`src/rtl/for_loop_pkg.sv`:
```
// Shared types for the bit-serial reduction engine: operation modes, FSM states
// and the index-width helper used to size counters and bit indices.
package for_loop_pkg;

    typedef enum logic [1:0] {
        MODE_POPCNT = 2'b00,
        MODE_FFS    = 2'b01,
        MODE_REV    = 2'b10,
        MODE_PAR    = 2'b11
    } mode_e;

    typedef enum logic [1:0] {
        ST_IDLE = 2'b00,
        ST_RUN  = 2'b01,
        ST_DONE = 2'b10
    } state_e;

    // Bits needed to index n items, never less than one.
    function automatic int idx_width(input int n);
        return (n > 1) ? $clog2(n) : 1;
    endfunction

endpackage

```
`src/rtl/for_loop_slice.sv`:
```
// Combinational step: folds one STEP-bit slice of the operand into the running
// accumulator for the selected mode, and tracks whether any set bit was seen.
module for_loop_slice
    import for_loop_pkg::*;
#(
    parameter int WIDTH = 4,
    parameter int STEP  = 1,
    parameter int IW    = 2
) (
    input  logic [STEP-1:0]  bits_i,
    input  logic [IW-1:0]    base_i,
    input  logic [1:0]       mode_i,
    input  logic [WIDTH-1:0] acc_i,
    input  logic             seen_i,
    output logic [WIDTH-1:0] acc_o,
    output logic             seen_o
);

    localparam logic [IW-1:0] MAX_IDX = IW'(WIDTH - 1);

    logic [IW-1:0] pos;

    always_comb begin
        // NOTE: every output of a combinational block gets a default first so no latch is inferred.
        acc_o  = acc_i;
        seen_o = seen_i;
        pos    = '0;
        for (int j = 0; j < STEP; j++) begin
            pos = base_i + IW'(j);
            case (mode_i)
                MODE_POPCNT: acc_o = acc_o + WIDTH'(bits_i[j]);
                // Slices arrive lowest-first, so the first set bit seen wins.
                MODE_FFS:    if (!seen_o && bits_i[j]) acc_o = WIDTH'(pos);
                MODE_REV:    acc_o[MAX_IDX - pos] = bits_i[j];
                MODE_PAR:    acc_o[0] = acc_o[0] ^ bits_i[j];
                default:     acc_o = acc_o;
            endcase
            seen_o = seen_o | bits_i[j];
        end
    end

endmodule

```
`src/rtl/for_loop_seq.sv`:
```
// Sequential bit-serial engine: accepts an operand in IDLE, walks it STEP bits
// per cycle in RUN, and holds the result in DONE until the consumer takes it.
module for_loop_seq
    import for_loop_pkg::*;
#(
    parameter int WIDTH = 4,
    parameter int STEP  = 1
) (
    input  logic             clk,
    input  logic             rst_n,
    input  logic             in_valid,
    output logic             in_ready,
    input  logic [WIDTH-1:0] in_data,
    input  logic [1:0]       in_mode,
    output logic             out_valid,
    input  logic             out_ready,
    output logic [WIDTH-1:0] out_data,
    output logic             out_zero
);

    if (WIDTH < 1 || WIDTH > 64 || STEP < 1 || (WIDTH % STEP) != 0) begin : g_param_check
        $error("for_loop_seq: WIDTH must be 1..64 and divisible by STEP");
    end

    localparam int            NSTEP = WIDTH / STEP;
    localparam int            CW    = idx_width(NSTEP);
    localparam int            IW    = idx_width(WIDTH);
    localparam logic [CW-1:0] LAST  = CW'(NSTEP - 1);

    state_e           state_q, state_d;
    logic [WIDTH-1:0] data_q,  data_d;
    logic [WIDTH-1:0] acc_q,   acc_d;
    logic [1:0]       mode_q,  mode_d;
    logic [CW-1:0]    cnt_q,   cnt_d;
    logic             seen_q,  seen_d;

    logic [IW-1:0]    slice_base;
    logic [STEP-1:0]  slice_bits;
    logic [WIDTH-1:0] slice_acc;
    logic             slice_seen;

    assign slice_base = IW'(cnt_q * STEP);
    assign slice_bits = data_q[slice_base +: STEP];

    for_loop_slice #(
        .WIDTH (WIDTH),
        .STEP  (STEP),
        .IW    (IW)
    ) u_slice (
        .bits_i (slice_bits),
        .base_i (slice_base),
        .mode_i (mode_q),
        .acc_i  (acc_q),
        .seen_i (seen_q),
        .acc_o  (slice_acc),
        .seen_o (slice_seen)
    );

    always_comb begin
        state_d = state_q;
        data_d  = data_q;
        acc_d   = acc_q;
        mode_d  = mode_q;
        cnt_d   = cnt_q;
        seen_d  = seen_q;
        case (state_q)
            ST_IDLE: begin
                if (in_valid) begin
                    data_d  = in_data;
                    mode_d  = in_mode;
                    acc_d   = '0;
                    seen_d  = 1'b0;
                    cnt_d   = '0;
                    state_d = ST_RUN;
                end
            end
            ST_RUN: begin
                acc_d  = slice_acc;
                seen_d = slice_seen;
                if (cnt_q == LAST) begin
                    cnt_d   = '0;
                    state_d = ST_DONE;
                end else begin
                    cnt_d = cnt_q + 1'b1;
                end
            end
            ST_DONE: begin
                if (out_ready) state_d = ST_IDLE;
            end
            default: state_d = ST_IDLE;
        endcase
    end

    always_ff @(posedge clk) begin
        // NOTE: reset is sampled on the clock edge; all state, data included, is cleared so outputs read zero after reset.
        if (!rst_n) begin
            state_q <= ST_IDLE;
            data_q  <= '0;
            acc_q   <= '0;
            mode_q  <= '0;
            cnt_q   <= '0;
            seen_q  <= 1'b0;
        end else begin
            state_q <= state_d;
            data_q  <= data_d;
            acc_q   <= acc_d;
            mode_q  <= mode_d;
            cnt_q   <= cnt_d;
            seen_q  <= seen_d;
        end
    end

    assign in_ready  = (state_q == ST_IDLE);
    assign out_valid = (state_q == ST_DONE);
    assign out_data  = acc_q;
    assign out_zero  = (state_q == ST_DONE) && !seen_q;

endmodule

```
`config.mk`:
```
export PLATFORM = sky130hd
export DESIGN_NAME = for_loop_seq
export DESIGN_NICKNAME = d
export VERILOG_FILES = /design/src/rtl/for_loop_pkg.sv /design/src/rtl/for_loop_slice.sv /design/src/rtl/for_loop_seq.sv
export SDC_FILE = /design/constraint.sdc
export NUM_CORES = 1
export LEC_CHECK = 0
export BUFFER_PORTS_ARGS = -buffer_cell sky130_fd_sc_hd__buf_2
export CAP_MARGIN = 30
export CORE_MARGIN = 3
export CORE_UTILIZATION = 25
export CTS_CLUSTER_DIAMETER = 30
export CTS_CLUSTER_SIZE = 8
export DETAILED_ROUTE_END_ITERATION = 16
export GPL_ROUTABILITY_DRIVEN = 0
export HOLD_SLACK_MARGIN = 0.05
export SKIP_CTS_REPAIR_TIMING = 1
export SLEW_MARGIN = 20
export SYNTH_ARGS = -nofsm -noshare
export SYNTH_HDL_FRONTEND = slang
export SYNTH_SLANG_ARGS = --single-unit
```
`constraint.sdc`:
```
create_clock -name clk -period 2.01 [get_ports clk]
set_input_delay 0.1005 -clock clk [delete_from_list [all_inputs] [get_ports clk]]
set_output_delay 0.1005 -clock clk [all_outputs]
set_load 0.02 [all_outputs]
```
Word-level counts from Yosys, hierarchy flattened
Cells that the tools add are included.
- register bits: 15
- input bits: 10
- output and inout bits: 7
- word-level logic and storage cells: 55
- add/sub/neg operators: 3
- magnitude comparators: 2
- equal/unequal tests: 11
- shifts and indexed selects: 1
- multiplexer cells: 17
- bitwise gates (word level): 2
- reductions and logical operators: 12
- operators by type and width (operator ; number):
    two-way mux 2 bit ; 5
    one-hot mux 3 bit (3 select lines) ; 1
    == test 2 bit (second input constant) ; 4
    two-way mux 4 bit ; 2
    one-hot mux 4 bit (2 select lines) ; 1
    one-hot mux 2 bit (3 select lines) ; 1
    AND reduction 3 bit ; 2
    adder 4 x 1 -> 4 bit ; 1
    bitwise mux 4 bit ; 1
    == test 2 x 1 -> 1 bit (second input constant) ; 2
    zero test 2 bit ; 2
    inequality test 2 bit (second input constant) ; 2
    inequality test 4 x 1 -> 1 bit (second input constant) ; 1
    one-hot mux 1 bit (4 select lines) ; 1
    one-hot mux 2 bit (2 select lines) ; 1
    AND reduction 2 bit ; 2
    AND reduction 4 bit ; 1
    variable part select 4 x 3 -> 1 bit ; 1
    logical AND 1 bit ; 3
    less-than comparator 2 x 3 -> 1 bit (second input constant) ; 1
    inequality test 3 x 2 -> 1 bit (second input constant) ; 1
    adder 2 x 1 -> 2 bit (second input constant) ; 1
    demux 1 bit (select 2 bit) ; 1
    >= comparator 2 x 1 -> 1 bit (second input constant) ; 1
    8 further kinds ; 9

Longest topological paths before layout
- word-level depth: 8
- gate-level depth with buffers: 7
- mapped depth without buffers: 6

Hierarchy
From an unflattened synthesis, not the netlist that was laid out.
- cells, all modules: 109
- area total of the unflattened synthesis: 917.1 µm²
- modules (own cells, without submodules) (module ; instances ; cells an instance ; area an instance (µm²) ; seq. area each (µm²)):
    for_loop_seq ; 1 ; 74 ; 676.9 ; 300.3
    for_loop_slice ; 1 ; 35 ; 240.2 ; 0.0

Worst setup path before layout
Ideal clock, no wire load.
- path type: reg2reg
- start: register cnt_q[0]
- end: register acc_q[0], in the netlist out_data[0]
- setup time: 0.127 ns
- data arrival time: 1.923 ns
- data required time: 1.883 ns
- path slack: -0.040 ns
- stages on the path, launching flop included: 7
- buffers on the path: 0
- period minus slack after synthesis: 2.050 ns
- path through: dfxtp_1 -> mux4_2 -> ha_1 -> a221oi_1 -> o21ai_0 -> a31oi_1 -> o22ai_2
- longest elaborated chain between the ends: 8
- elaborated cells between the ends (all ways): 16
- classes of those cells: add/sub (2); order compare (2); eq/ne (1); shift (1); mux (6); bitwise (1); reduce/logical (3)
- ends and longest elaborated chain (element ; line ; text):
    start: declaration ; for_loop_seq.sv:34 ; logic [CW-1:0] cnt_q, cnt_d;
    start signal: assignment ; for_loop_seq.sv:108 ; cnt_q <= cnt_d;
    subtractor 2 bit ; for_loop_slice.sv:34 ; MODE_REV: acc_o[MAX_IDX - pos] = bits_i[j];
    less-than comparator 2 x 3 -> 1 bit (not written as such) or >= comparator 2 x 1 -> 1 bit (tied branches) ; for_loop_slice.sv:34 ;
    logical AND 1 bit (not written as such) ; for_loop_slice.sv:34 ;
    two-way mux 1 bit (not written as such) ; for_loop_slice.sv:34 ;
    demux 1 bit (select 2 bit) ; n/a ;
    bitwise mux 4 bit ; for_loop_slice.sv:34 ;
    one-hot mux 1 bit (4 select lines) ; for_loop_slice.sv:30 ; case (mode_i)
    one-hot mux 4 bit (2 select lines) ; for_loop_seq.sv:66 ; case (state_q)
    end signal: assignment ; for_loop_seq.sv:99 ; acc_q <= '0;
    end signal: assignment ; for_loop_seq.sv:106 ; acc_q <= acc_d;
    end: declaration ; for_loop_seq.sv:32 ; logic [WIDTH-1:0] acc_q, acc_d;
Several ways; a longest one is shown, not always the timed one. The select of a mux whose other input is x is not followed.
A chain may end at the register's enable or synchronous reset.

Final worst setup path
Same ends and word-level chain as after synthesis.

==> impl_summary.log <==
[metrics] run status: complete, no violations
[metrics] Worst-Skew Late Latency: about 0.25 ns
[metrics] fraction of the cycle the final worst path needs: 0.939
[metrics] most frequent cells in the layout: 16 x buf_2, 14 x dfxtp_1, 10 x nor2b_1, 10 x ha_1
[metrics] final routed DRC violation total: 0
[metrics] Critical Path Sink Type: flip-flop
[metrics] post-DP HPWL: roughly 1700 um
[metrics] LEAKAGE: between 0.0005 and 0.0006 uW
[metrics] combinational family with the most area after synthesis: compound AO/OA/AOI/OAI gates
[metrics] number of buffers added by the clock tree synthesis step: 3
[metrics] antenna fix cells: 0
[metrics] layout cell share with drive strength beyond 1: 0.248
[metrics] Post-Syn Instances: 109
[metrics] total routing usage reported by global routing: 0.109
[metrics] Routed Antenna Nets: 0
[metrics] vias in the first global route: between 800 and 900
[metrics] multiplexer area fraction after synthesis: 0.115
[metrics] switching part of the total: 0.287
[metrics] H-tree levels: 1
[metrics] final count of pins violating max slew: 0
[metrics] simple logic cell fraction of the synthesized area: 0.194
[metrics] WL/cell: between 10 and 15 um
[metrics] fin crit period: around 1.9 ns
[metrics] portion of total power attributed to the clock network: 0.357
[metrics] # nets final: 151
[metrics] transition time at the pin with the least slew margin: about 0.45 ns
[metrics] startpoint type of the worst setup path: flip-flop
[metrics] routed wire length: between 2000 and 2500 um
[metrics] starting utilization of the core area: 0.264
[metrics] CTS tree: done
[metrics] total standard cell area after synthesis: ~980 um^2
[metrics] grt ovf: 0
[metrics] starting DRC count in detailed routing: 50
[metrics] Data required, critical path: approximately 2.2 ns
[metrics] commonest non-fill, non-tap cell in the layout: buf_2
[metrics] number of fill cells: roughly 410
[metrics] Yosys cell types: 34
[metrics] die height: 68.7 um
[metrics] relative area change from synthesis to final layout: 22.3%
[metrics] IO buf count: 16
[metrics] Max Fanout on Critical Path: 2
[metrics] total I/O pin count: 17
[metrics] initial antenna violation count: 0
[metrics] Clock transition at path regs: 0.07 ns
[metrics] DIE AREA: between 4000 and 5000 um^2
[metrics] Setup-failing EPs final: 0
[metrics] pin count of the biggest net entering global routing: 18
[metrics] combinational cell fraction of total power: 0.191
[metrics] post-route met1 wirelength: between 1000 and 1500 um
[metrics] number of nets produced by synthesis: 130
[metrics] sequential element share of the synthesized area: 0.306
[metrics] area share of the largest cell type after synthesis: 0.306
[metrics] number of synthesized register bits: 15
[metrics] setup repair after global routing missed its margin: no
[metrics] register share of total power: 0.452
[metrics] die span in x: between 60 and 70 um
[metrics] routed via count: 840
[metrics] Clk Tree Root Cell: clkbuf_8
[metrics] clock tree skew after final layout: around 0.0018 ns
[metrics] synthesized-area fraction occupied by xor and xnor cells: 0
[metrics] Worst Setup Path Type: flip-flop to flip-flop
[metrics] total number of placement rows: 22
[metrics] via count normalized by instance count: ~4.7
[metrics] share of synthesized cell area in full adder, half adder and majority cells: 0.140
[metrics] cell type with the largest total area after synthesis: dfxtp_1
[metrics] worst hold-check path type: primary input to flip-flop
[metrics] area of the core region: ~3700 um^2
[metrics] post-synthesis area per instance: around 9 um^2
[metrics] register area: between 300 and 400 um^2
[metrics] total area of multi-input combinational cells: about 650 um^2
[metrics] detailed-routed wire length on met2: a little over 1000 um
[metrics] maximum capacitance violations: 0
[metrics] worst max-slew margin expressed relative to the limit: 0.702
[metrics] routed length on met3: 130 um
[metrics] Final Util: 0.323
[metrics] Int Pwr: around 510 uW
[metrics] arrival time of data at the critical path endpoint: slightly above 2 ns
[metrics] cell types with the largest area share after synthesis: dfxtp_1 31%, ha_1 14%, mux2i_1 9.2%
[metrics] peak supply drop: between 150 and 200 uV
[metrics] top layer reached by signal wires: met4
[metrics] setup_tns: 0 ns
[metrics] Power per Cell Area: approximately 600 nW/um^2
[metrics] Yosys Warn Count: 0
[metrics] Max Root-Sink Buffers: 2
[metrics] first-pass GRT wire length: between 3000 and 4000 um
[metrics] number of sinks on the clock net: 15
[metrics] Achievable Freq: 0.530 GHz
[metrics] first-pass iteration count of the detailed router: 4
[metrics] switching power: approximately 210 uW
[metrics] post-synthesis compound-gate area fraction: 0.199
[metrics] Fin. Hold Viols: 0
[synthesized netlist by cell type]
master / n
nor2_1: 8
nand3_1: 1
a21oi_1: 2
dfxtp_1: 15
a211oi_2: 1
a31oi_1: 1
buf_2: 1
a211oi_1: 1
o21bai_1: 1
o21ai_0: 5
nor2b_1: 10
a21o_1: 1
a221oi_1: 1
nand4b_1: 1
nand2_1: 7
nand2b_4: 1
o211ai_1: 4
a22o_1: 2
o22ai_2: 1
nand2b_1: 2
and3_1: 2
mux2i_1: 9
clkbuf_1: 2
a22o_2: 1
nand4_1: 1
a22oi_1: 2
inv_1: 9
a221o_1: 1
mux4_2: 1
nor2_2: 1
and2_1: 1
o2bb2ai_1: 1
o22ai_1: 1
ha_1: 11
[path summary, 6_finish.rpt]
check | startpoint | to | slack (ns) | cells past startpoint
worst min register to register | seen_q | seen_q | 0.52 | 2
worst max register to register | cnt_q[0] | out_data[0] | 0.12 | 6
worst min-delay path | in_mode[0] | mode_q[0] | 0.11 | 3
worst max-delay path | cnt_q[0] | out_data[0] | 0.12 | 6
[kinds of logic after synthesis]
group | Yosys count
buf+inv | 12
simple gates | 35
fa+ha+maj | 11
flops | 15
compound gates | 26
mux | 10
[power by group through the flow]
stage                     Clock (uW)  Combinational, uW  Sequential, uW
after floorplan                    0               93.2             327
after global placement             0                128             330
after detailed placement           0                130             331
after CTS                        270                132             324
after global routing             286                153             327
final                            257                137             324
[area by class of cell]
type,instances,share of cell area
clock buffers,3,0.0344
clock inverters,1,0.00625
inverters,9,0.0281
multi-input cells,82,0.545
flip-flops and latches,15,0.251
well taps,48,0.0500
repair buffers,19,0.0854
[flip-flops by register name, indices dropped and copies added, names as in the netlist]
| register | count |
|---|---|
| cnt_q | 2 |
| data_q | 4 |
| mode_q | 2 |
| out_data | 4 |
| seen_q | 1 |
| state_q | 2 |
[stage by stage]
| step | cell area, um^2 | total power, uW | hold slack, ns | std cells | setup slack, ns |
|---|---|---|---|---|---|
| 3_5_place_dp | 1130 | 461 | 0.371 | 173 | 0.0972 |
| 5_1_grt | 1200 | 766 | 0.102 | 177 | 0.0452 |
| 6_report | 1200 | 718 | 0.106 | 177 | 0.123 |
| 4_1_cts | 1180 | 725 | 0.100 | 177 | 0.00173 |
| 3_3_place_gp | 1130 | 457 | 0.357 | 173 | 0.158 |
| 2_1_floorplan | 983 | 420 | 0.229 | 109 | 0.0293 |
[per-layer routing]
layer / global-route usage / up-vias
met5: 0 / -
met4: 0.0447 / 0
met3: 0.0357 / 4
met2: 0.168 / 19
met1: 0.138 / 393
li1: - / 424
[worst max-delay path, cell delays in order (launching register included)]
cell and delay [ns]:
dfxtp_2 0.34, mux4_2 0.54, ha_4 0.24, a221oi_2 0.24
o21ai_1 0.10, a31oi_1 0.19, o22ai_2 0.11
Note: power is estimated with default switching activity, not from simulation.
